<file path="config.mk">
export PLATFORM = sky130hd
export DESIGN_NAME = oam_scanner
export DESIGN_NICKNAME = d
export VERILOG_FILES = /design/src/rtl/ppu_pkg.sv /design/src/rtl/sprite_y_matcher.sv /design/src/rtl/oam_scanner.sv
export SDC_FILE = /design/constraint.sdc
export NUM_CORES = 1
export LEC_CHECK = 0
export BUFFER_PORTS_ARGS = -buffer_cell sky130_fd_sc_hd__buf_4
export CAP_MARGIN = 10
export CORE_MARGIN = 2
export CORE_UTILIZATION = 33
export CTS_CLUSTER_DIAMETER = 30
export CTS_CLUSTER_SIZE = 16
export DETAILED_ROUTE_END_ITERATION = 8
export MAX_ROUTING_LAYER = met4
export SYNTH_ARGS = -nofsm -noshare
export SYNTH_HDL_FRONTEND = slang
export SYNTH_SLANG_ARGS = --single-unit
</file>
<file path="constraint.sdc">
create_clock -name clk_in -period 13.23 [get_ports clk_in]
set_clock_uncertainty 0.2 [all_clocks]
set_input_delay 0.6615 -clock clk_in [delete_from_list [all_inputs] [get_ports clk_in]]
set_output_delay 0.6615 -clock clk_in [all_outputs]
set_load 0.05 [all_outputs]
</file>
<file path="src/rtl/ppu_pkg.sv">
// ppu_pkg: shared types and constants for the PPU OAM scan / sprite path
//   ScanState      - OAM scanner state encoding
//   SPRITE_ENTRY_W - width of one packed sprite buffer entry {X, num, row}
//   SPR_*          - bit positions of the packed entry fields
//   OAM_BASE       - default OAM base address
//   SPRITE_H_*     - sprite heights for 8x8 and 8x16 modes
package ppu_pkg;

    typedef enum logic [1:0] {Idle, Scan, Done} ScanState;

    localparam int SPRITE_ENTRY_W = 18;
    localparam int SPR_X_MSB      = 17;
    localparam int SPR_X_LSB      = 10;
    localparam int SPR_NUM_MSB    = 9;
    localparam int SPR_NUM_LSB    = 4;
    localparam int SPR_ROW_MSB    = 3;
    localparam int SPR_ROW_LSB    = 0;

    localparam logic [15:0] OAM_BASE = 16'hFE00;

    localparam int SPRITE_H_SHORT = 8;
    localparam int SPRITE_H_TALL  = 16;

    function automatic logic [SPRITE_ENTRY_W-1:0] pack_sprite(
        input logic [7:0] x,
        input logic [5:0] num,
        input logic [3:0] row
    );
        pack_sprite = {x, num, row};
    endfunction

endpackage

</file>
<file path="src/rtl/sprite_y_matcher.sv">
// sprite_y_matcher: decides whether a sprite at OAM Y covers scanline LY
//   y     - raw OAM Y byte (screen line + 16)
//   ly    - current scanline
//   tall  - 1 = 8x16 sprites, 0 = 8x8
//   match - sprite intersects the scanline
//   row   - unflipped row of the sprite that lands on the scanline
module sprite_y_matcher (
    input  logic [7:0] y,
    input  logic [7:0] ly,
    input  logic       tall,
    output logic       match,
    output logic [3:0] row
);
    import ppu_pkg::*;

    logic [8:0] ly_off;
    logic [8:0] y_ext;
    logic [8:0] h;

    // 9-bit arithmetic keeps y + h from wrapping for Y near 255
    always_comb begin
        ly_off = {1'b0, ly} + 9'd16;
        y_ext  = {1'b0, y};
        h      = tall ? 9'(SPRITE_H_TALL) : 9'(SPRITE_H_SHORT);
        match  = (ly_off >= y_ext) && (ly_off < y_ext + h);
        row    = 4'(ly_off - y_ext);
    end

endmodule

</file>
<file path="src/rtl/oam_scanner.sv">
// oam_scanner: mode-2 OAM search; fills the per-line sprite buffer
//   clk_in, rst_in          - clock, asynchronous active-high reset
//   tclk_in                 - T-cycle enable; all state advances only when high
//   start_in                - begin a scan (sampled on tclk_in in Idle)
//   ly_in, tall_sprite_mode_in - scanline and 8x16 mode, latched at start
//   oam_addr_out, oam_req_out  - OAM read port request
//   oam_data_in, oam_data_valid_in - OAM read data (invalid reads as 8'hFF)
//   sprite_buffer_out       - BUF_SIZE packed {X, num, row} entries, slot k at [k*18 +: 18]
//   sprite_count_out        - number of entries written
//   busy_out                - scan in progress
//   done_out                - one T-cycle pulse after the last entry is evaluated
module oam_scanner #(
    parameter int          OAM_ENTRIES = 40,
    parameter int          BUF_SIZE    = 10,
    parameter logic [15:0] OAM_BASE    = ppu_pkg::OAM_BASE
) (
    input  logic                                       clk_in,
    input  logic                                       rst_in,
    input  logic                                       tclk_in,
    input  logic                                       start_in,
    input  logic [7:0]                                 ly_in,
    input  logic                                       tall_sprite_mode_in,
    output logic [15:0]                                oam_addr_out,
    output logic                                       oam_req_out,
    input  logic [7:0]                                 oam_data_in,
    input  logic                                       oam_data_valid_in,
    output logic [ppu_pkg::SPRITE_ENTRY_W*BUF_SIZE-1:0] sprite_buffer_out,
    output logic [3:0]                                 sprite_count_out,
    output logic                                       busy_out,
    output logic                                       done_out
);
    import ppu_pkg::*;

    localparam logic [5:0] LAST_IDX = 6'(OAM_ENTRIES - 1);
    localparam logic [3:0] BUF_LIM  = 4'(BUF_SIZE);

    ScanState                  state;
    logic                      phase;
    logic [5:0]                idx;
    logic [7:0]                ly_q;
    logic                      tall_q;
    logic [7:0]                y_q;
    logic [SPRITE_ENTRY_W-1:0] slots [BUF_SIZE];
    logic [7:0]                oam_byte;
    logic                      hit;
    logic [3:0]                row;

    assign oam_byte = oam_data_valid_in ? oam_data_in : 8'hFF;

    sprite_y_matcher u_match (
        .y     (y_q),
        .ly    (ly_q),
        .tall  (tall_q),
        .match (hit),
        .row   (row)
    );

    // byte b (0 = Y, 1 = X) of OAM entry i
    function automatic logic [15:0] entry_addr(input logic [5:0] i, input logic b);
        entry_addr = OAM_BASE + {8'h00, i, 2'b00} + {15'h0000, b};
    endfunction

    // Each entry takes two T-cycles: phase 0 captures Y, phase 1 captures X
    // and evaluates the entry against the Y latched on the previous T-cycle.
    always_ff @(posedge clk_in or posedge rst_in) begin
        if (rst_in) begin
            state            <= Idle;
            phase            <= 1'b0;
            idx              <= '0;
            ly_q             <= '0;
            tall_q           <= 1'b0;
            y_q              <= 8'hFF;
            sprite_count_out <= '0;
            oam_addr_out     <= '0;
            oam_req_out      <= 1'b0;
            busy_out         <= 1'b0;
            done_out         <= 1'b0;
            for (int i = 0; i < BUF_SIZE; i++) slots[i] <= '0;
        end else if (tclk_in) begin
            case (state)
                Idle: begin
                    done_out <= 1'b0;
                    if (start_in) begin
                        state            <= Scan;
                        ly_q             <= ly_in;
                        tall_q           <= tall_sprite_mode_in;
                        phase            <= 1'b0;
                        idx              <= '0;
                        sprite_count_out <= '0;
                        oam_addr_out     <= entry_addr(6'd0, 1'b0);
                        oam_req_out      <= 1'b1;
                        busy_out         <= 1'b1;
                        for (int i = 0; i < BUF_SIZE; i++) slots[i] <= '0;
                    end
                end
                Scan: begin
                    phase <= ~phase;
                    if (!phase) begin
                        y_q          <= oam_byte;
                        oam_addr_out <= entry_addr(idx, 1'b1);
                    end else begin
                        // Full buffer: later matches are dropped, keeping OAM order.
                        if (hit && sprite_count_out < BUF_LIM) begin
                            slots[sprite_count_out] <= pack_sprite(oam_byte, idx, row);
                            sprite_count_out        <= sprite_count_out + 4'd1;
                        end
                        if (idx == LAST_IDX) begin
                            state       <= Done;
                            oam_req_out <= 1'b0;
                            busy_out    <= 1'b0;
                            done_out    <= 1'b1;
                        end else begin
                            idx          <= idx + 6'd1;
                            oam_addr_out <= entry_addr(idx + 6'd1, 1'b0);
                        end
                    end
                end
                Done: begin
                    state    <= Idle;
                    done_out <= 1'b0;
                end
                default: state <= Idle;
            endcase
        end
    end

    for (genvar k = 0; k < BUF_SIZE; k++) begin : g_out
        assign sprite_buffer_out[k*SPRITE_ENTRY_W +: SPRITE_ENTRY_W] = slots[k];
    end

endmodule
</file>
==> impl_metrics.ini <==
[outcome]
status = complete, no violations

[clock_network]
cts_buffers = 52
cts_tree = done
clk_latency_ns = 0.54
clk_pin_slew_ns = 0.04
h-tree-depth = 2
post_cts_buffers = 0
cts_hold_buf = 0
postCtsResizedCells = 0
clockBufferDepth = 3
clockRootBuffer = clkbuf_16
cts.sinks = 220

[synthesis]
ys_seq_area_share_pct = 57.1
ys_ff_latch = 220
netlist-cell-type-count = 59
yosys.area.top_type_share_pct = 54.9
synth-warning-count = 0
yosys.cell_count.top_type = dfrtp_1
synth_edf_count = 0
synth_area_leaders = dfrtp_1 55%, mux2i_1 5.6%, nand2_1 5.1%
ys_async_sr_fraction_pct = 100
synth_cells = 877
synth_common_cells = 212 x dfrtp_1, 131 x nand2_1, 78 x o21ai_0, 65 x nand3_1, 54 x mux2i_1
synth_top_flop_cell = dfrtp_1
syn_area_um2 = 9660
synth_top_area_cell = dfrtp_1
syn_area_per_cell_um2 = 11.0

[place]
io_buffer_count = 222
hpwlAfterDp_um = 20700
gp_congestion = 0.815

[floorplanning]
die_h_um = 175
design.die.area_um2 = 30700
start_util_pct = 33.6
fp-row-count = 62
core-area_um2 = 28800
die_w_um = 175
ios = 225

[timing]
finalHoldViolations = 0
slew_viol_final = 0
relSlewSlack_pct = 27.1
fmax_mhz = 270
setup_viol = 0
min_period_over_period_pct = 28.0
tns_ns = 0
rsz0062_at_grt = false
worstMarginPinSlew_ns = 1.08
layout_min_cycle_time_ns = 3.70

[grt]
grt_pass1_wl_um = 47200
grt-ovfl-total = 0
grt_usage_pct = 20.6
grt_pass1_vias = 7946
antenna_found_initial = 1
grt_max_degree = 145

[detailed_routing]
drt_iter0_markers = 554
routed_wl_um = 30800
firstDrtPassIters = 5
wl_per_cell_um = 20.1
detail-route-antenna-nets = 0
drc = 0
vias = 7726
vias_per_cell = 5.04

[pwr]
power_w = 0.00303
leakage_nw = 6.96
ir_worst_vdd_mv = 0.141
power.density_nw_per_um2 = 227

[setup_path]
crit_type = reg2reg
end_kind = flip-flop
reg2reg_from = y_q[3]$_DFFE_PP1P_
cp-start-kind = flip-flop
worstPathRequired_ns = 13.44
worstPathArrival_ns = 3.91
cp_max_fo = 17
cp-startpoint = y_q[3]$_DFFE_PP1P_

[layout]
final_net_count = 1156
drive_gt1_share_pct = 30.3
syn_to_final_growth_pct = 37.7
multi_input_area_um2 = 3710
regArea_um2 = 5520
nFillCells = 2691

[job]
cap_violations = 0

[hold_path]
holdCritPathClass = in2async
[cell type report]
cell class | count | area share [%]
clock buffers | 70 | 11.2
diodes | 1 | 0.0188
multi-input cells | 572 | 27.9
well taps | 384 | 3.61
clock inverters | 21 | 1.66
repair buffers | 235 | 13.3
inverters | 29 | 0.875
flip-flops and latches | 220 | 41.5
[layout by cell type (no fill, tap or decap), types with 22 or more instances in the layout]
master and n:
buf_4 235, dfrtp_1 212, nand2_1 131, o21ai_0 76
nand3_1 64, mux2i_1 54, clkbuf_16 53, nor2_1 38
o2bb2ai_1 31, inv_1 28, a2bb2o_1 22, ha_1 22
[final timing paths]
| path | endpoint | slack, ns | cells past startpoint |
|---|---|---|---|
| min in group clk_in | ly_q[1]$_DFFE_PP0P_ | 0.11 | 3 |
| hold reg to reg | oam_addr_out[0]$_DFFE_PP0P_ | 0.28 | 1 |
| setup reg to reg | sprite_buffer_out[41]$_DFFE_PP0P_ | 9.53 | 11 |
| max in group asynchronous | sprite_buffer_out[41]$_DFFE_PP0P_ | 11.11 | 3 |
| hold / removal | sprite_buffer_out[131]$_DFFE_PP0P_ | 0.10 | 2 |
| setup / recovery | sprite_buffer_out[41]$_DFFE_PP0P_ | 9.53 | 11 |
[routing by layer]
layer	vias up	GRT usage (%)	share of wire (%)
li1	3572	-	-
met1	3805	27.3	45
met2	293	31.0	46
met3	56	5.18	6.8
met4	0	6.46	2.6
met5	-	-	0
[flip-flops by register name, indices dropped and copies added, names as in the netlist]
name,cells
sprite_count_out,4
phase,1
ly_q,8
sprite_buffer_out,180
oam_addr_out,8
state,2
idx,6
busy_out,1
tall_q,1
done_out,1
y_q,8
[metrics by stage]
step           instance area (um^2)  util, %  hold slack [ns]  std cells  setup WS, ns
2_1_floorplan                  9660        -            0.252        878          6.36
3_3_place_gp                  11600     40.3            0.266       1440          9.59
3_5_place_dp                  11600     40.3            0.273       1440          9.52
4_1_cts                       13300     46.2           0.0959       1531          9.51
5_1_grt                       13300     46.2           0.0970       1532          9.17
6_report                      13300     46.2            0.104       1532          9.53
[where the power goes]
| part | total [W] | internal [W] | switching (W) |
|---|---|---|---|
| registers | 0.000866 | 0.000777 | 0.0000889 |
| logic | 0.000933 | 0.000284 | 0.000649 |
| clock network | 0.00123 | 0.000853 | 0.000374 |
| total | 0.00303 | 0.00191 | 0.00111 |
[kinds of logic after synthesis]
group,after synthesis,synth area share [%]
buffers and inverters,86,4.69
DFF,220,57.1
AOI/OAI and AO/OA,199,14.9
xor gates and xnor gates,11,0.997
other,1,0.0388
and+or+nand+nor,281,13.3
adders and majority gates,24,3.26
muxes,55,5.75
[worst max-delay path, cell delays in order, from the launching register on]
cell and delay, ns:
dfstp_2 0.53, ha_1 0.16, inv_1 0.05, fa_1 0.40, nor3_1 0.19, xnor2_1 0.15
ha_1 0.26, o211ai_1 0.40, nand2_4 0.19, nor2_1 0.21, a31oi_2 0.40, a2bb2o_1 0.42
Power figures use the tool's default switching activity.
